--- src/rtl/simon_pkg.sv ---
// Shared state encoding, default game parameters and symbol-to-LED decoding for the Simon controller.
// Pure declarations: no latency and no flow control.
package simon_pkg;

    localparam int unsigned MAX_ROUNDS_DEF    = 100;
    localparam int unsigned ON_TICKS_DEF      = 2;
    localparam int unsigned OFF_TICKS_DEF     = 1;
    localparam int unsigned TIMEOUT_TICKS_DEF = 16;

    localparam int unsigned IDX_W = 7;
    localparam int unsigned TMR_W = 8;

    typedef enum logic [2:0] {
        IDLE,
        SHOW_ON,
        SHOW_OFF,
        WAIT_IN,
        LOSE,
        WIN
    } state_t;

    // Symbol n lights key n.
    function automatic logic [3:0] decode(input logic [1:0] sym);
        logic [3:0] led;
        led      = 4'b0000;
        led[sym] = 1'b1;
        return led;
    endfunction

endpackage

--- src/rtl/simon_round_ctrl_if.sv ---
// Game-side signal bundle: tick/start/key inputs, sequence-memory port and status outputs.
// No latency of its own; there is no backpressure, every pulse is a single-cycle event.
interface simon_round_ctrl_if;
    import simon_pkg::*;

    logic             tick;
    logic             start;
    logic [3:0]       key_press;
    logic [IDX_W-1:0] seq_addr;
    logic [1:0]       seq_data;
    logic [3:0]       key_leds;
    logic [IDX_W-1:0] round;
    logic             game_over;
    logic             win;

    modport master (
        output tick, start, key_press, seq_data,
        input  seq_addr, key_leds, round, game_over, win
    );

    modport slave (
        input  tick, start, key_press, seq_data,
        output seq_addr, key_leds, round, game_over, win
    );

endinterface

--- src/rtl/phase_timer.sv ---
// Counts game ticks since the last clear; o_tc flags the tick that completes i_limit ticks.
// o_tc is combinational on the terminal tick; count updates one clk later. No backpressure.
module phase_timer
    import simon_pkg::*;
(
    input  logic             clk,
    input  logic             rst_n,
    input  logic             i_clr,
    input  logic             i_tick,
    input  logic [TMR_W-1:0] i_limit,
    output logic             o_tc
);

    logic [TMR_W-1:0] r_cnt;

    always_ff @(posedge clk or negedge rst_n) begin
        if (!rst_n) begin
            r_cnt <= '0;
        end else if (i_clr) begin
            r_cnt <= '0;
        end else if (i_tick) begin
            r_cnt <= r_cnt + TMR_W'(1);
        end
    end

    assign o_tc = i_tick && (r_cnt == (i_limit - TMR_W'(1)));

endmodule

--- src/rtl/simon_round_ctrl.sv ---
// Simon round controller: plays back the stored sequence, then checks the player's presses against it.
// All outputs registered (one clk after the deciding input); game pace set by the external tick, no backpressure.
module simon_round_ctrl
    import simon_pkg::*;
#(
    parameter int unsigned MAX_ROUNDS    = MAX_ROUNDS_DEF,
    parameter int unsigned ON_TICKS      = ON_TICKS_DEF,
    parameter int unsigned OFF_TICKS     = OFF_TICKS_DEF,
    parameter int unsigned TIMEOUT_TICKS = TIMEOUT_TICKS_DEF
) (
    input  logic              clk,
    input  logic              rst_n,
    simon_round_ctrl_if.slave bus
);

    localparam logic [IDX_W-1:0] FINAL_ROUND = IDX_W'(MAX_ROUNDS);

    state_t           r_state;
    state_t           w_nxt;
    logic [IDX_W-1:0] r_round;
    logic [IDX_W-1:0] r_seq_addr;
    logic [IDX_W-1:0] w_round_nxt;
    logic [IDX_W-1:0] w_addr_nxt;
    logic [3:0]       r_key_leds;
    logic             r_game_over;
    logic             r_win;
    logic [3:0]       w_expect;
    logic             w_last;
    logic             w_restart;
    logic             w_clr;
    logic             w_tc;
    logic [TMR_W-1:0] w_limit;

    assign w_expect = decode(bus.seq_data);
    assign w_last   = (r_seq_addr == (r_round - IDX_W'(1)));

    always_comb begin
        w_limit = TMR_W'(TIMEOUT_TICKS);
        case (r_state)
            SHOW_ON:  w_limit = TMR_W'(ON_TICKS);
            SHOW_OFF: w_limit = TMR_W'(OFF_TICKS);
            default:  w_limit = TMR_W'(TIMEOUT_TICKS);
        endcase
    end

    // Terminal states hold the timer cleared so a restart always begins from zero.
    assign w_clr = (w_nxt != r_state) || w_restart ||
                   (r_state == IDLE) || (r_state == LOSE) || (r_state == WIN);

    phase_timer u_timer (
        .clk     (clk),
        .rst_n   (rst_n),
        .i_clr   (w_clr),
        .i_tick  (bus.tick),
        .i_limit (w_limit),
        .o_tc    (w_tc)
    );

    always_ff @(posedge clk or negedge rst_n) begin
        if (!rst_n) begin
            r_state <= IDLE;
        end else begin
            r_state <= w_nxt;
        end
    end

    always_comb begin
        w_nxt       = r_state;
        w_round_nxt = r_round;
        w_addr_nxt  = r_seq_addr;
        w_restart   = 1'b0;
        case (r_state)
            IDLE, LOSE, WIN: begin
                if (bus.start) begin
                    w_nxt       = SHOW_ON;
                    w_round_nxt = IDX_W'(1);
                    w_addr_nxt  = '0;
                end
            end
            SHOW_ON: begin
                if (w_tc) begin
                    w_nxt = SHOW_OFF;
                end
            end
            SHOW_OFF: begin
                if (w_tc) begin
                    if (!w_last) begin
                        w_addr_nxt = r_seq_addr + IDX_W'(1);
                        w_nxt      = SHOW_ON;
                    end else begin
                        w_addr_nxt = '0;
                        w_nxt      = WAIT_IN;
                    end
                end
            end
            WAIT_IN: begin
                // A press is judged before the timeout so it wins a same-cycle race.
                if (bus.key_press != 4'b0000) begin
                    if (bus.key_press != w_expect) begin
                        w_nxt = LOSE;
                    end else if (!w_last) begin
                        w_addr_nxt = r_seq_addr + IDX_W'(1);
                        w_restart  = 1'b1;
                    end else if (r_round == FINAL_ROUND) begin
                        w_nxt = WIN;
                    end else begin
                        w_round_nxt = r_round + IDX_W'(1);
                        w_addr_nxt  = '0;
                        w_nxt       = SHOW_ON;
                    end
                end else if (w_tc) begin
                    w_nxt = LOSE;
                end
            end
            default: begin
                w_nxt = IDLE;
            end
        endcase
    end

    // LEDs latch the symbol only while staying in SHOW_ON, so they go dark on the exit edge.
    always_ff @(posedge clk or negedge rst_n) begin
        if (!rst_n) begin
            r_round     <= '0;
            r_seq_addr  <= '0;
            r_key_leds  <= 4'b0000;
            r_game_over <= 1'b0;
            r_win       <= 1'b0;
        end else begin
            r_round     <= w_round_nxt;
            r_seq_addr  <= w_addr_nxt;
            r_key_leds  <= ((r_state == SHOW_ON) && (w_nxt == SHOW_ON)) ? w_expect : 4'b0000;
            r_game_over <= (w_nxt == LOSE);
            r_win       <= (w_nxt == WIN);
        end
    end

    assign bus.seq_addr  = r_seq_addr;
    assign bus.round     = r_round;
    assign bus.key_leds  = r_key_leds;
    assign bus.game_over = r_game_over;
    assign bus.win       = r_win;

endmodule

--- src/flat_wrapper.sv ---
// flat-port wrapper written by rule: the top's interface ports become plain ports
module simon_round_ctrl_flat import simon_pkg::*;
#(
    parameter int unsigned MAX_ROUNDS    = MAX_ROUNDS_DEF,
    parameter int unsigned ON_TICKS      = ON_TICKS_DEF,
    parameter int unsigned OFF_TICKS     = OFF_TICKS_DEF,
    parameter int unsigned TIMEOUT_TICKS = TIMEOUT_TICKS_DEF
)
  (clk, rst_n, bus_tick, bus_start, bus_key_press, bus_seq_data, bus_seq_addr, bus_key_leds, bus_round, bus_game_over, bus_win);
  simon_round_ctrl_if bus_i ();
  input  logic clk;
  input  logic rst_n;
  input wire logic [$bits(bus_i.tick)-1:0] bus_tick;
  input wire logic [$bits(bus_i.start)-1:0] bus_start;
  input wire logic [$bits(bus_i.key_press)-1:0] bus_key_press;
  input wire logic [$bits(bus_i.seq_data)-1:0] bus_seq_data;
  output wire logic [$bits(bus_i.seq_addr)-1:0] bus_seq_addr;
  output wire logic [$bits(bus_i.key_leds)-1:0] bus_key_leds;
  output wire logic [$bits(bus_i.round)-1:0] bus_round;
  output wire logic [$bits(bus_i.game_over)-1:0] bus_game_over;
  output wire logic [$bits(bus_i.win)-1:0] bus_win;
  assign bus_i.tick = bus_tick;
  assign bus_i.start = bus_start;
  assign bus_i.key_press = bus_key_press;
  assign bus_i.seq_data = bus_seq_data;
  assign bus_seq_addr = bus_i.seq_addr;
  assign bus_key_leds = bus_i.key_leds;
  assign bus_round = bus_i.round;
  assign bus_game_over = bus_i.game_over;
  assign bus_win = bus_i.win;
  simon_round_ctrl #(.MAX_ROUNDS(MAX_ROUNDS), .ON_TICKS(ON_TICKS), .OFF_TICKS(OFF_TICKS), .TIMEOUT_TICKS(TIMEOUT_TICKS)) u_core (.clk(clk), .rst_n(rst_n), .bus(bus_i));
endmodule
--- config.mk ---
export PLATFORM = sky130hd
export DESIGN_NAME = simon_round_ctrl_flat
export DESIGN_NICKNAME = d
export VERILOG_FILES = /design/src/rtl/simon_pkg.sv /design/src/rtl/simon_round_ctrl_if.sv /design/src/rtl/phase_timer.sv /design/src/rtl/simon_round_ctrl.sv /design/src/flat_wrapper.sv
export SDC_FILE = /design/constraint.sdc
export NUM_CORES = 1
export LEC_CHECK = 0
export BUFFER_PORTS_ARGS = -buffer_cell sky130_fd_sc_hd__buf_2
export CORE_ASPECT_RATIO = 1.4
export CORE_MARGIN = 4
export CORE_UTILIZATION = 55
export DETAILED_ROUTE_END_ITERATION = 8
export GPL_TIMING_DRIVEN = 0
export MAX_ROUTING_LAYER = met4
export PLACE_DENSITY = 0.84
export RECOVER_POWER = 50
export REMOVE_ABC_BUFFERS = 1
export SLEW_MARGIN = 20
export SYNTH_ARGS = -nofsm -noshare
export SYNTH_HDL_FRONTEND = slang
export SYNTH_HIERARCHICAL = 1
export SYNTH_SLANG_ARGS = --single-unit
--- constraint.sdc ---
create_clock -name clk -period 4.3 [get_ports clk]
set_input_delay 0.43 -clock clk [delete_from_list [all_inputs] [get_ports clk]]
set_output_delay 0.43 -clock clk [all_outputs]
set_load 0.02 [all_outputs]
==> results.ini <==
[outcome]
outcome=finished, violations left
violations=capacitance limit, slew limit

[route]
wl_um=5250
drc=0
vias_per_cell=6.13
ant_nets=0
wire_per_inst_um=15.3
initialDrtViolationCount=86
first_pass_iters=4
via_count=2095

[global_routing]
antenna_found_initial=0
grt_max_degree=32
overflow=0
grt_pass1_vias=2013
grt_pass1_wl_um=9050
track_usage_pct=21.8

[synth]
synth-compound-area-share_pct=18.7
yosys-top-cells-area=dfrtp_1 34%, xnor2_1 5.4%, nor2_1 5.3%, xor2_1 3.5%, ha_1 3.3%
synthXorXnorAreaFrac_pct=8.82
yosys_register_bits=31
syn_inst=257
yosysSeqAreaShare_pct=34.0
synth_ff_type=dfrtp_1
yosysTopAreaCellShare_pct=34.0
async_flop_share_pct=100
synth_area_um2=2280
synth_top_family_by_area=simple AND/OR/NAND/NOR gates
synth.distinct_cells=60
synth-simple-area-share_pct=27.6
synth_enable_flop_cells=0
syn_avg_cell_area_um2=8.89
synthMuxAreaShare_pct=1.92
synth_fa_ha_area_share_pct=3.29
ys_warn_count=6
yosysTopAreaCell=dfrtp_1

[finish]
drive_gt1_share_pct=14.4
nets=314
fillers=346
diodes=0
layout_common_cells=31 x dfrtp_1, 30 x nor2_1, 18 x buf_2
final_common_cell=dfrtp_1
final_core_util_pct=65.7
area_growth_pct=14.7

[sta]
setup_ws_ns=0.404
fin_skew_ns=0.00414
slew_headroom_pct=-9.82
finalCritPeriodShare_pct=90.6
rsz0062_at_grt=false
finalCriticalPeriod_ns=3.90
tightest_slew_ns=1.65
finalHoldViolCount=0
fmax_mhz=257
drv_slew=32
setup_viol=0

[pwr]
leakage_nw=1.14
internal_power_mw=0.718
clock_power_share_pct=24.7
switching_share_pct=40.3
p_comb_share_pct=39.8
seq_power_share_pct=35.5
power_density_nw_per_um2=459
p_sw_mw=0.484
peakVddDrop_mv=0.389

[setup_path]
timing.rr.start=u_core/r_state[0]$_DFF_PN0_
r2r_cells=17
cp_max_fo=9
cp_data_required_time_ns=4.46
critical_path_arrival_ns=4.06
r2r_slack_ns=0.40
rr_endpoint=u_core/u_timer/r_cnt[7]$_DFFE_PN0P_
start_kind=flop
cp-end-kind=flop
critPathLaunch=u_core/r_state[0]$_DFF_PN0_
path_class=flop to flop

[hold_path]
min_path_cells=2
min_to=u_core/bus.key_leds[1]$_DFF_PN0_
hp-class=input port to flop
min_from=bus_seq_data[1]

[die]
chipHeight_um=84.3
initial_utilization_pct=57.3
dieArea_um2=5260
num_rows=27
io_pins=30
die_x_um=62.5
core_um2=3990

[clock_tree]
insertion_delay_ns=0.28
h-tree-depth=2
cts-root-buf=clkbuf_8
clock_path_buffers=2
cts_sinks=31
cts_buffers=5
cts_tree=built
clkTransAtPathRegs_ns=0.07

[job]
cap_viol_max_count=1

[placement]
portBuffers=29
gp_congestion=0.881
dp_hpwl_um=3830
dp_worst_setup_slack_ns=-0.412

==> worst max-delay path, stage by stage (launching register included) <==
cell and delay, ns:
dfrtp_1 0.52, nand2b_1 0.16, nor2_2 0.30, nor2_1 0.17, nor4_1 0.35, xnor2_1 0.16, nand4_1 0.17, a2111oi_4 0.34
buf_4 0.21, nor2_1 0.05, o21a_1 0.19, o221a_2 0.25, o22ai_4 0.27, nor2_1 0.09, nor3_1 0.20, nand4_1 0.15
xor2_1 0.15, nor2_1 0.05
==> worst max-delay path by stage <==
stage / end / depth (start not counted)
floorplan: u_core/u_timer/r_cnt[7]$_DFFE_PN0P_ / 16
global placement: u_core/u_timer/r_cnt[7]$_DFFE_PN0P_ / 16
detailed placement: u_core/u_timer/r_cnt[7]$_DFFE_PN0P_ / 16
CTS: u_core/u_timer/r_cnt[7]$_DFFE_PN0P_ / 16
global route: u_core/u_timer/r_cnt[7]$_DFFE_PN0P_ / 17
finish: u_core/u_timer/r_cnt[7]$_DFFE_PN0P_ / 17
==> registers in the layout, summed over array words and instances (netlist names) <==
name and flops:
u_core/r_state 3, u_core/u_timer/r_cnt 8, u_core/bus.key_leds 4, u_core/bus.win 1, u_core/bus.seq_addr 7, u_core/bus.game_over 1
u_core/bus.round 7
==> layout make-up <==
cell class	instances	area, um2	area share (%)
clock buffer	6	82.6	3.15
multi-input combinational	216	1480	56.4
sequential	31	776	29.6
timing repair buffer	31	146	5.59
clock inverter	2	35.0	1.34
tap	43	53.8	2.05
inverter	13	48.8	1.86
==> Yosys cell counts, types with 3 or more instances <==
cell type  number
or4_1           4
clkbuf_1        6
and3_1          3
nand3_1         9
o31ai_1         4
dfrtp_1        31
nand2_1        14
nor2_1         32
o2bb2ai_1       3
nand2b_1        6
a21o_1          4
buf_6           3
inv_1          13
ha_1            6
nand3_2         3
or3_1           4
a221oi_1        3
nor3b_1         3
nand4_1         6
and3b_1         3
nor4b_1         5
xor2_1          9
xnor2_1        14
a21oi_1        12
nor3_1          5
o21ai_0         6
a31oi_1         3
==> what timing repair did <==
action                                  CTS  global route
hold endpoints to repair                  0             0
endpoints found under the setup margin    2             2
gates resized for setup                   3             3
hold buffers                              0             0
setup buffers                             0             2
pin swaps                                 0             1
==> layer usage <==
metal / GRT usage (%) / share of wire [%] / vias to the layer above
met1: 21.6 / 36 / 1011
met4: 11.0 / 4.5 / 0
li1: - / - / 999
met5: - / 0 / -
met3: 4.15 / 4.6 / 24
met2: 39.9 / 55 / 61
==> power groups by stage <==
stage	Sequential (mW)	Clock (mW)	Combinational, mW
2_1_floorplan	0.443	0	0.331
3_3_place_gp	0.430	0	0.448
3_5_place_dp	0.431	0	0.464
4_1_cts	0.427	0.304	0.474
5_1_grt	0.437	0.320	0.533
6_report	0.427	0.297	0.478
==> cells by family after synthesis <==
logic type      after synthesis
xor+xnor                     23
fa+ha+maj                     6
buf+inv                      26
simple gates                110
flops                        31
other cells                   1
mux                           4
compound gates               56
==> per-stage QoR <==
stage / hold slack, ns / power (mW) / cell area [um2] / setup TNS, ns / instances
global placement: 0.508 / 0.879 / 2460 / -0.781 / 332
finish: 0.395 / 1.20 / 2620 / 0 / 342
floorplan: 0.134 / 0.773 / 2270 / 0 / 260
global route: 0.395 / 1.29 / 2620 / 0 / 342
CTS: 0.209 / 1.21 / 2600 / 0 / 340
detailed placement: 0.514 / 0.895 / 2460 / -0.744 / 332
(Power assumes the default switching activity.)
